## src/rtl/cpu_mem_pkg.sv

```systemverilog
// Shared types and defaults for the CPU memory-port arbiter.
// Also used by the memory model so latency settings stay in sync.
package cpu_mem_pkg;

  typedef enum logic [1:0] {
    IDLE,
    ACCESS,
    WAIT
  } state_t;

  typedef logic owner_t;
  localparam owner_t OWNER_IF = 1'b0;
  localparam owner_t OWNER_LS = 1'b1;

  localparam int MEM_LATENCY_DEF    = 1;
  localparam int MAX_DATA_BURST_DEF = 2;

endpackage

```

## src/rtl/mem_arb_priority.sv

```systemverilog
// Grant pick between fetch and load/store.
// Holds the LS streak counter that bounds fetch starvation.
module mem_arb_priority
  import cpu_mem_pkg::*;
#(
  parameter int MAX_DATA_BURST = MAX_DATA_BURST_DEF
) (
  input  logic clk,
  input  logic reset,
  input  logic idle,
  input  logic if_req,
  input  logic ls_req,
  output logic if_gnt,
  output logic ls_gnt
);

  localparam int SW = $clog2(MAX_DATA_BURST + 1);
  localparam logic [SW-1:0] SMAX = SW'(MAX_DATA_BURST);

  logic [SW-1:0] streak;
  logic          if_turn;

  // IF wins when alone or once LS has used up its burst
  assign if_turn = if_req & (~ls_req | (streak == SMAX));
  assign if_gnt  = idle & if_turn;
  assign ls_gnt  = idle & ls_req & ~if_turn;

  always_ff @(posedge clk) begin
    if (reset) begin
      streak <= '0;
    end else if (if_gnt) begin
      streak <= '0;
    end else if (ls_gnt) begin
      if (!if_req)
        streak <= '0;
      else if (streak != SMAX)
        streak <= streak + 1'b1;
    end
  end

endmodule

```

## src/rtl/mem_port_arbiter.sv

```systemverilog
// Shares one memory port between instruction fetch and load/store.
// Each grant becomes one ACCESS cycle, plus a WAIT phase for reads.
module mem_port_arbiter
  import cpu_mem_pkg::*;
#(
  parameter int ADDR_W         = 32,
  parameter int DATA_W         = 32,
  parameter int MEM_LATENCY    = MEM_LATENCY_DEF,
  parameter int MAX_DATA_BURST = MAX_DATA_BURST_DEF
) (
  input  logic              clk,
  input  logic              reset,
  input  logic              if_req,
  input  logic [ADDR_W-1:0] if_addr,
  output logic              if_gnt,
  output logic              if_rvalid,
  output logic [DATA_W-1:0] if_rdata,
  input  logic              ls_req,
  input  logic              ls_we,
  input  logic [ADDR_W-1:0] ls_addr,
  input  logic [DATA_W-1:0] ls_wdata,
  output logic              ls_gnt,
  output logic              ls_rvalid,
  output logic [DATA_W-1:0] ls_rdata,
  output logic              mem_en,
  output logic              mem_write_en,
  output logic [ADDR_W-1:0] mem_addr,
  output logic [DATA_W-1:0] mem_wdata,
  input  logic [DATA_W-1:0] mem_rdata,
  output logic              pipeline_stall
);

  localparam int CW = (MEM_LATENCY > 1) ? $clog2(MEM_LATENCY) : 1;
  localparam logic [CW-1:0] CNT_LOAD = CW'(MEM_LATENCY - 1);

  state_t        state;
  state_t        state_next;
  logic [CW-1:0] cnt;
  owner_t        owner;
  logic          we_q;
  logic          grant;
  logic          last;

  mem_arb_priority #(
    .MAX_DATA_BURST(MAX_DATA_BURST)
  ) u_prio (
    .clk   (clk),
    .reset (reset),
    .idle  (state == IDLE),
    .if_req(if_req),
    .ls_req(ls_req),
    .if_gnt(if_gnt),
    .ls_gnt(ls_gnt)
  );

  assign grant = if_gnt | ls_gnt;

  always_comb begin
    state_next = state;
    unique case (state)
      IDLE:    if (grant) state_next = ACCESS;
      ACCESS:  state_next = we_q ? IDLE : WAIT;
      WAIT:    if (cnt == '0) state_next = IDLE;
      default: state_next = IDLE;
    endcase
  end

  always_ff @(posedge clk) begin
    if (reset)
      state <= IDLE;
    else
      state <= state_next;
  end

  // mem_* double as the captured request; only mem_addr persists
  always_ff @(posedge clk) begin
    if (reset) begin
      owner        <= OWNER_IF;
      we_q         <= 1'b0;
      cnt          <= '0;
      mem_en       <= 1'b0;
      mem_write_en <= 1'b0;
      mem_addr     <= '0;
      mem_wdata    <= '0;
    end else begin
      mem_en       <= 1'b0;
      mem_write_en <= 1'b0;
      mem_wdata    <= '0;
      if (grant) begin
        owner        <= ls_gnt ? OWNER_LS : OWNER_IF;
        we_q         <= ls_gnt & ls_we;
        mem_en       <= 1'b1;
        mem_write_en <= ls_gnt & ls_we;
        mem_addr     <= ls_gnt ? ls_addr : if_addr;
        mem_wdata    <= (ls_gnt & ls_we) ? ls_wdata : '0;
      end
      if (state == ACCESS)
        cnt <= CNT_LOAD;
      else if (state == WAIT && cnt != '0)
        cnt <= cnt - 1'b1;
    end
  end

  assign last      = (state == WAIT) & (cnt == '0) & ~reset;
  assign if_rvalid = last & (owner == OWNER_IF);
  assign ls_rvalid = last & (owner == OWNER_LS);
  assign if_rdata  = mem_rdata;
  assign ls_rdata  = mem_rdata;

  assign pipeline_stall = if_req & ~if_gnt;

endmodule

```

## config.mk

```make
export PLATFORM = sky130hd
export DESIGN_NAME = mem_port_arbiter
export DESIGN_NICKNAME = d
export VERILOG_FILES = /design/src/rtl/cpu_mem_pkg.sv /design/src/rtl/mem_arb_priority.sv /design/src/rtl/mem_port_arbiter.sv
export SDC_FILE = /design/constraint.sdc
export NUM_CORES = 1
export LEC_CHECK = 0
export CAP_MARGIN = 20
export CORE_AREA = 2 2 104 106
export CTS_BUF_LIST = sky130_fd_sc_hd__clkbuf_4
export DETAILED_ROUTE_END_ITERATION = 8
export DIE_AREA = 0 0 106 108
export PLACE_DENSITY_LB_ADDON = 0.08
export SLEW_MARGIN = 20
export SYNTH_ARGS = -nofsm -noshare
export SYNTH_HDL_FRONTEND = slang
export SYNTH_HIERARCHICAL = 1
export SYNTH_SLANG_ARGS = --single-unit
```

## constraint.sdc

```tcl
create_clock -name clk -period 2.15 [get_ports clk]
set_input_delay 0.43 -clock clk [delete_from_list [all_inputs] [get_ports clk]]
set_output_delay 0.43 -clock clk [all_outputs]
set_load 0.05 [all_outputs]
```

**After elaboration in Yosys (flattened, before gate mapping)**

Index checks and enable logic that the tools add are counted.

- Register bits after elaboration: 73
- Latch bits: 0
- Memory bits (writable): 0
- ROM bits: 0
- Input bits: 133
- Output and inout bits: 135
- Word-level logic and storage cells: 55
- Memories: 0

- $add $sub $neg: 2
- $mul: 0
- Divide/modulo/power cells: 0
- $lt $le $gt $ge: 0
- Equality and inequality tests: 7
- Shifts and indexed selects: 0
- Multiplexer cells: 9
- Bitwise logic cells: 20
- Reduce and logical (&&, ||, !) cells: 8

Operator list:

| kind | count |
|---|---|
| $mux W32 | 1 |
| $and A1 B1 Y1 | 10 |
| $mux W2 | 5 |
| $not A1 Y1 | 8 |
| $ne A2 B2 Y1 const B | 3 |
| $pmux W2 S3 | 1 |
| $reduce_or A2 Y1 | 3 |
| $eq A2 B2 Y1 const B | 2 |
| $reduce_and A2 Y1 | 2 |
| $reduce_or A3 Y1 | 1 |
| $add A2 B1 Y2 const B | 1 |
| $eq A2 B1 Y1 const B | 1 |
| $logic_not A2 Y1 | 1 |
| $mux W1 | 2 |
| $ne A2 B1 Y1 const B | 1 |
| $or A1 B1 Y1 | 2 |
| $logic_and A1 B1 Y1 | 1 |
| $sub A1 B1 Y1 const B | 1 |

**Longest topological paths before layout**

- Depth after elaboration: 8
- Mapped depth: 8
- Gate-level depth less buffers: 6

**Cells and area by module**

The synthesis kept the hierarchy.

By module, submodules not included:

| module | times used | cells each | area an instance (µm²) | seq. area each (µm²) |
|---|---|---|---|---|
| mem_port_arbiter | 1 | 301 | 3133.0 | 1421.4 |
| mem_arb_priority | 1 | 17 | 133.9 | 40.0 |

**Worst setup path after synthesis**

Ideal clock, no wire load.

- Kind: input to output
- Start: input reset
- End: output ls_rvalid
- Data arrival time: 2.279 ns
- Required time: 1.720 ns
- Slack: -0.559 ns
- Stages on the path: 2
- Buffers on the path: 1
- Path through: clkbuf_1 > nor4b_1

- Word-level cells in the longest chain between the ends: 3

RTL lines:

| what | line | source |
|---|---|---|
| start, declared | mem_port_arbiter.sv:12 | `input logic reset,` |
| $not A1 Y1 | mem_port_arbiter.sv:104 | `assign last = (state == WAIT) & (cnt == '0) & ~reset;` |
| $and A1 B1 Y1 | mem_port_arbiter.sv:104 |  |
| $and A1 B1 Y1 | mem_port_arbiter.sv:106 | `assign ls_rvalid = last & (owner == OWNER_LS);` |
| end, declared | mem_port_arbiter.sv:23 | `output logic ls_rvalid,` |

Every way passes these cells.

**Worst setup path in the final report**

- Start: register u_prio.streak[0]
- End: output pipeline_stall

- Word-level cells in the longest chain between the ends: 6

RTL lines:

| what | line | source |
|---|---|---|
| start, declared | mem_arb_priority.sv:20 | `logic [SW-1:0] streak;` |
| start signal, assigned | mem_arb_priority.sv:37 | `streak <= streak + 1'b1;` |
| $eq A2 B2 Y1 | mem_arb_priority.sv:24 | `assign if_turn = if_req & (~ls_req \| (streak == SMAX));` |
| $or A1 B1 Y1 | mem_arb_priority.sv:24 |  |
| $and A1 B1 Y1 | mem_arb_priority.sv:24 |  |
| $and A1 B1 Y1 | mem_arb_priority.sv:25 | `assign if_gnt = idle & if_turn;` |
| $not A1 Y1 | mem_port_arbiter.sv:110 | `assign pipeline_stall = if_req & ~if_gnt;` |
| $and A1 B1 Y1 | mem_port_arbiter.sv:110 |  |
| end, declared | mem_port_arbiter.sv:30 | `output logic pipeline_stall` |

Every way passes these cells.

==> metrics.md <==
| Metric | Value |
|---|---|
| Sequential area share after synthesis | `44.7%` |
| Worst EP required | `about 1.7 ns` |
| Hold Path Cell Cnt | `3` |
| Critical path depth | `6` |
| CP Capture Type | `output port` |
| Max-Cap Viols | `0` |
| Filler cells | `approximately 970` |
| Total power | `around 0.0033 W` |
| Synthesis-stage register bit count | `between 70 and 80` |
| Detail Route Antenna Nets | `0` |
| Top Ports | `~270` |
| Clock Sinks | `73` |
| Reg2Reg Depth | `9` |
| Post-Syn Nets | `about 450` |
| Slew Limit Fails | `0` |
| Clock tree buffer depth | `2` |
| Post-layout minimum cycle time | `about 2.0 ns` |
| CP max-delay cell | `dfxtp_2` |
| Drc violations | `0` |
| Setup WS post-layout | `~0.1 ns` |
| Static leakage | `1.80 nW` |
| Count of final setup violators | `0` |
| Post-synthesis cell type count | `28` |
| Initial Util | `a little under a third` |
| H-Tree Depth | `3` |
| Max VDD drop | `~280 µV` |
| Status | `finished clean` |
| Hold_buf cts | `0` |
| Core Rows | `37` |
| Area of the multi-input gates | `between 1000 and 1500 µm²` |
| Worst-margin pin slew | `between 0.5 and 0.6 ns` |
| Worst-path cell chain | `inv_1 > ha_1 > nor2b_2 > nor2_4 > nor2b_2 > buf_6` |
| Clk_lat worst skew | `0.41 ns` |
| Final hold vios | `0` |
| PwrDens | `685 nW/µm²` |
| Number of global-route vias before repair | `~2,500` |
| Crit Path Max Fanout | `5` |
| Placement Setup Slack | `approximately 0.085 ns` |
| CORE AREA | `roughly 10,000 µm²` |
| WHS | `~0.47 ns` |
| Chip Width | `approximately 110 µm` |
| Initial antenna violation count | `0` |
| Vias post-DR | `~2,500` |
| Final worst path period share | `a little over nine tenths` |
| Post-synthesis cell count | `318` |
| Clock slew at reported path FFs | `0.13 ns` |
| Mean Syn Cell Area | `10.3 µm²` |
| Cell repeated most along the worst path | `nor2b_2` |
| Final core occ | `~47%` |
| CTS Buf Count | `9` |
| Critical path type | `flip-flop to output port` |
| Sum of negative setup slack | `0 ns` |
| Ant. Diodes | `0` |
| First-pass DRT Iterations | `6` |
| I/O Buffers | `171` |
| Initial DRC count | `27` |
| Fraction of layout cells with a size suffix above 1 | `10.5%` |
| Gr usage total | `between 10% and 20%` |
| Root buf cell | `clkbuf_4` |
| Delay of the slowest critical-path stage | `0.36 ns` |
| Final #Nets | `~570` |
| Detailed Place HPWL | `about 6.4 mm` |
| Reg area | `~1500 µm²` |
| Min-Delay Path Class | `input pin to flip-flop` |
| Per-cell routed wire length | `roughly 15 µm` |
| Mapped cell area | `approximately 3300 µm²` |
| First-pass GRT wire length | `roughly 13 mm` |
| Largest net degree at the start of global routing | `34` |
| Final wirelength | `about 8.5 mm` |
| Clock skew | `0.0137 ns` |
| Area delta synth->final | `48.5%` |
| Critical Path Start Type | `flip-flop` |
| Vias per cell | `roughly 4.4` |
| Upper clock frequency limit | `approximately 490 MHz` |
| Buf+Inv Stages, Crit Path | `2` |
| Total grt overflow | `0` |
| Synth Warn # | `6` |
| Routability cong. | `around 0.74` |
| Die Area | `between 10,000 and 15,000 µm²` |
| CTS tree | `built` |
| Slew HR | `a little under two thirds` |
| Crit path DAT | `about 1.6 ns` |
| Vert. Die Dim | `between 100 and 150 µm` |
| Cell family with most CP delay | `simple AND/OR/NAND/NOR gates` |
[worst paths after layout]
kind / from / end / slack (ns)
hold reg to reg: owner / owner / 0.51
hold / removal: reset / owner / 0.47
setup / recovery: u_prio/streak[0] / pipeline_stall / 0.10
setup reg to reg: u_prio/streak[0] / mem_wdata[2] / 0.28
[worst reg2reg max path, cell delays in order, from the launching register on]
cell and delay (ns):
dfxtp_2 0.36, inv_1 0.05, ha_1 0.24, and2_1 0.21
nor2_4 0.16, buf_4 0.15, buf_4 0.10, and3b_1 0.23
buf_12 0.18, and2_1 0.14
[metal layers]
layer  vias up  part of all wire, %  global-route usage, %
met4         0                  1.2                   6.02
met5         -                    0                      0
met3        14                   12                   8.38
met1      1129                   41                   16.7
li1       1232                    -                      -
met2       121                   46                   22.5
[state kept, by name (all words and copies together) (netlist names)]
| name | cells |
|---|---|
| mem_wdata | 32 |
| cnt | 1 |
| state | 2 |
| mem_en | 1 |
| owner | 1 |
| mem_addr | 32 |
| mem_write_en | 1 |
| we_q | 1 |
| u_prio/streak | 2 |
[layout by cell type, fill, tap and decap left out, types with 5 or more instances in the layout]
cell type        count
nor2b_1             32
clkdlybuf4s50_1    164
buf_4               12
clkbuf_4             9
a21oi_1              5
dfxtp_1             72
a211oi_1            30
and2_1              33
mux2i_1             32
buf_12               6
[synth_stat cells (all sizes together)]
cell,instances,area (µm²)
a211oi,32,250
a21oi,5,25.0
and2,33,206
and3b,1,8.76
buf,76,594
clkbuf,6,22.5
dfxtp,73,1460
ha,1,12.5
inv,2,7.51
mux2i,32,320
nand2,3,13.8
nand2b,2,12.5
nand3b,1,7.51
nor2,5,18.8
nor2b,34,213
nor3b,1,7.51
nor4,2,12.5
nor4b,1,8.76
o21ai,2,10.0
o21bai,1,7.51
or3b,2,17.5
or4b,2,20.0
xor2,1,8.76
[cell type report]
class                           count  area share, %
Timing Repair Buffer              185           38.8
Sequential cell                    73           30.2
Multi-Input combinational cell    161           25.1
Tap cell                          136           3.51
Clock buffer                        9           1.39
Clock inverter                      7          0.954
Inverter                            2          0.155
[through the flow]
step	instances	area, µm²
detailed placement	554	4700
floorplan	318	3290
global route	573	4850
finish	573	4850
CTS	570	4820
global placement	554	4700
[repair_timing]
action,CTS,global route
pin swaps,1,1
setup endpoints to repair,2,3
resized for setup,2,4
buffers inserted,0,3
hold endpoints to repair,0,0
[report_power, final]
group,internal [W],switching (W)
combinational,0.000488,0.000584
sequential,0.00145,0.0000515
clock,0.000235,0.000509
total,0.00218,0.00114
[cells by family (layout without fill, tap and decap cells)]
group,count (synthesis),count (layout),synth area share (%)
adder cells (fa/ha/maj),1,1,0.383
XOR/XNOR,1,1,0.268
AND/OR/NAND/NOR,87,87,16.7
flip-flops,73,73,44.7
buffers and inverters,84,203,19.1
AO/OA/AOI/OAI,40,40,8.96
multiplexers,32,32,9.80
No activity file was read; power rests on OpenSTA's default activity.
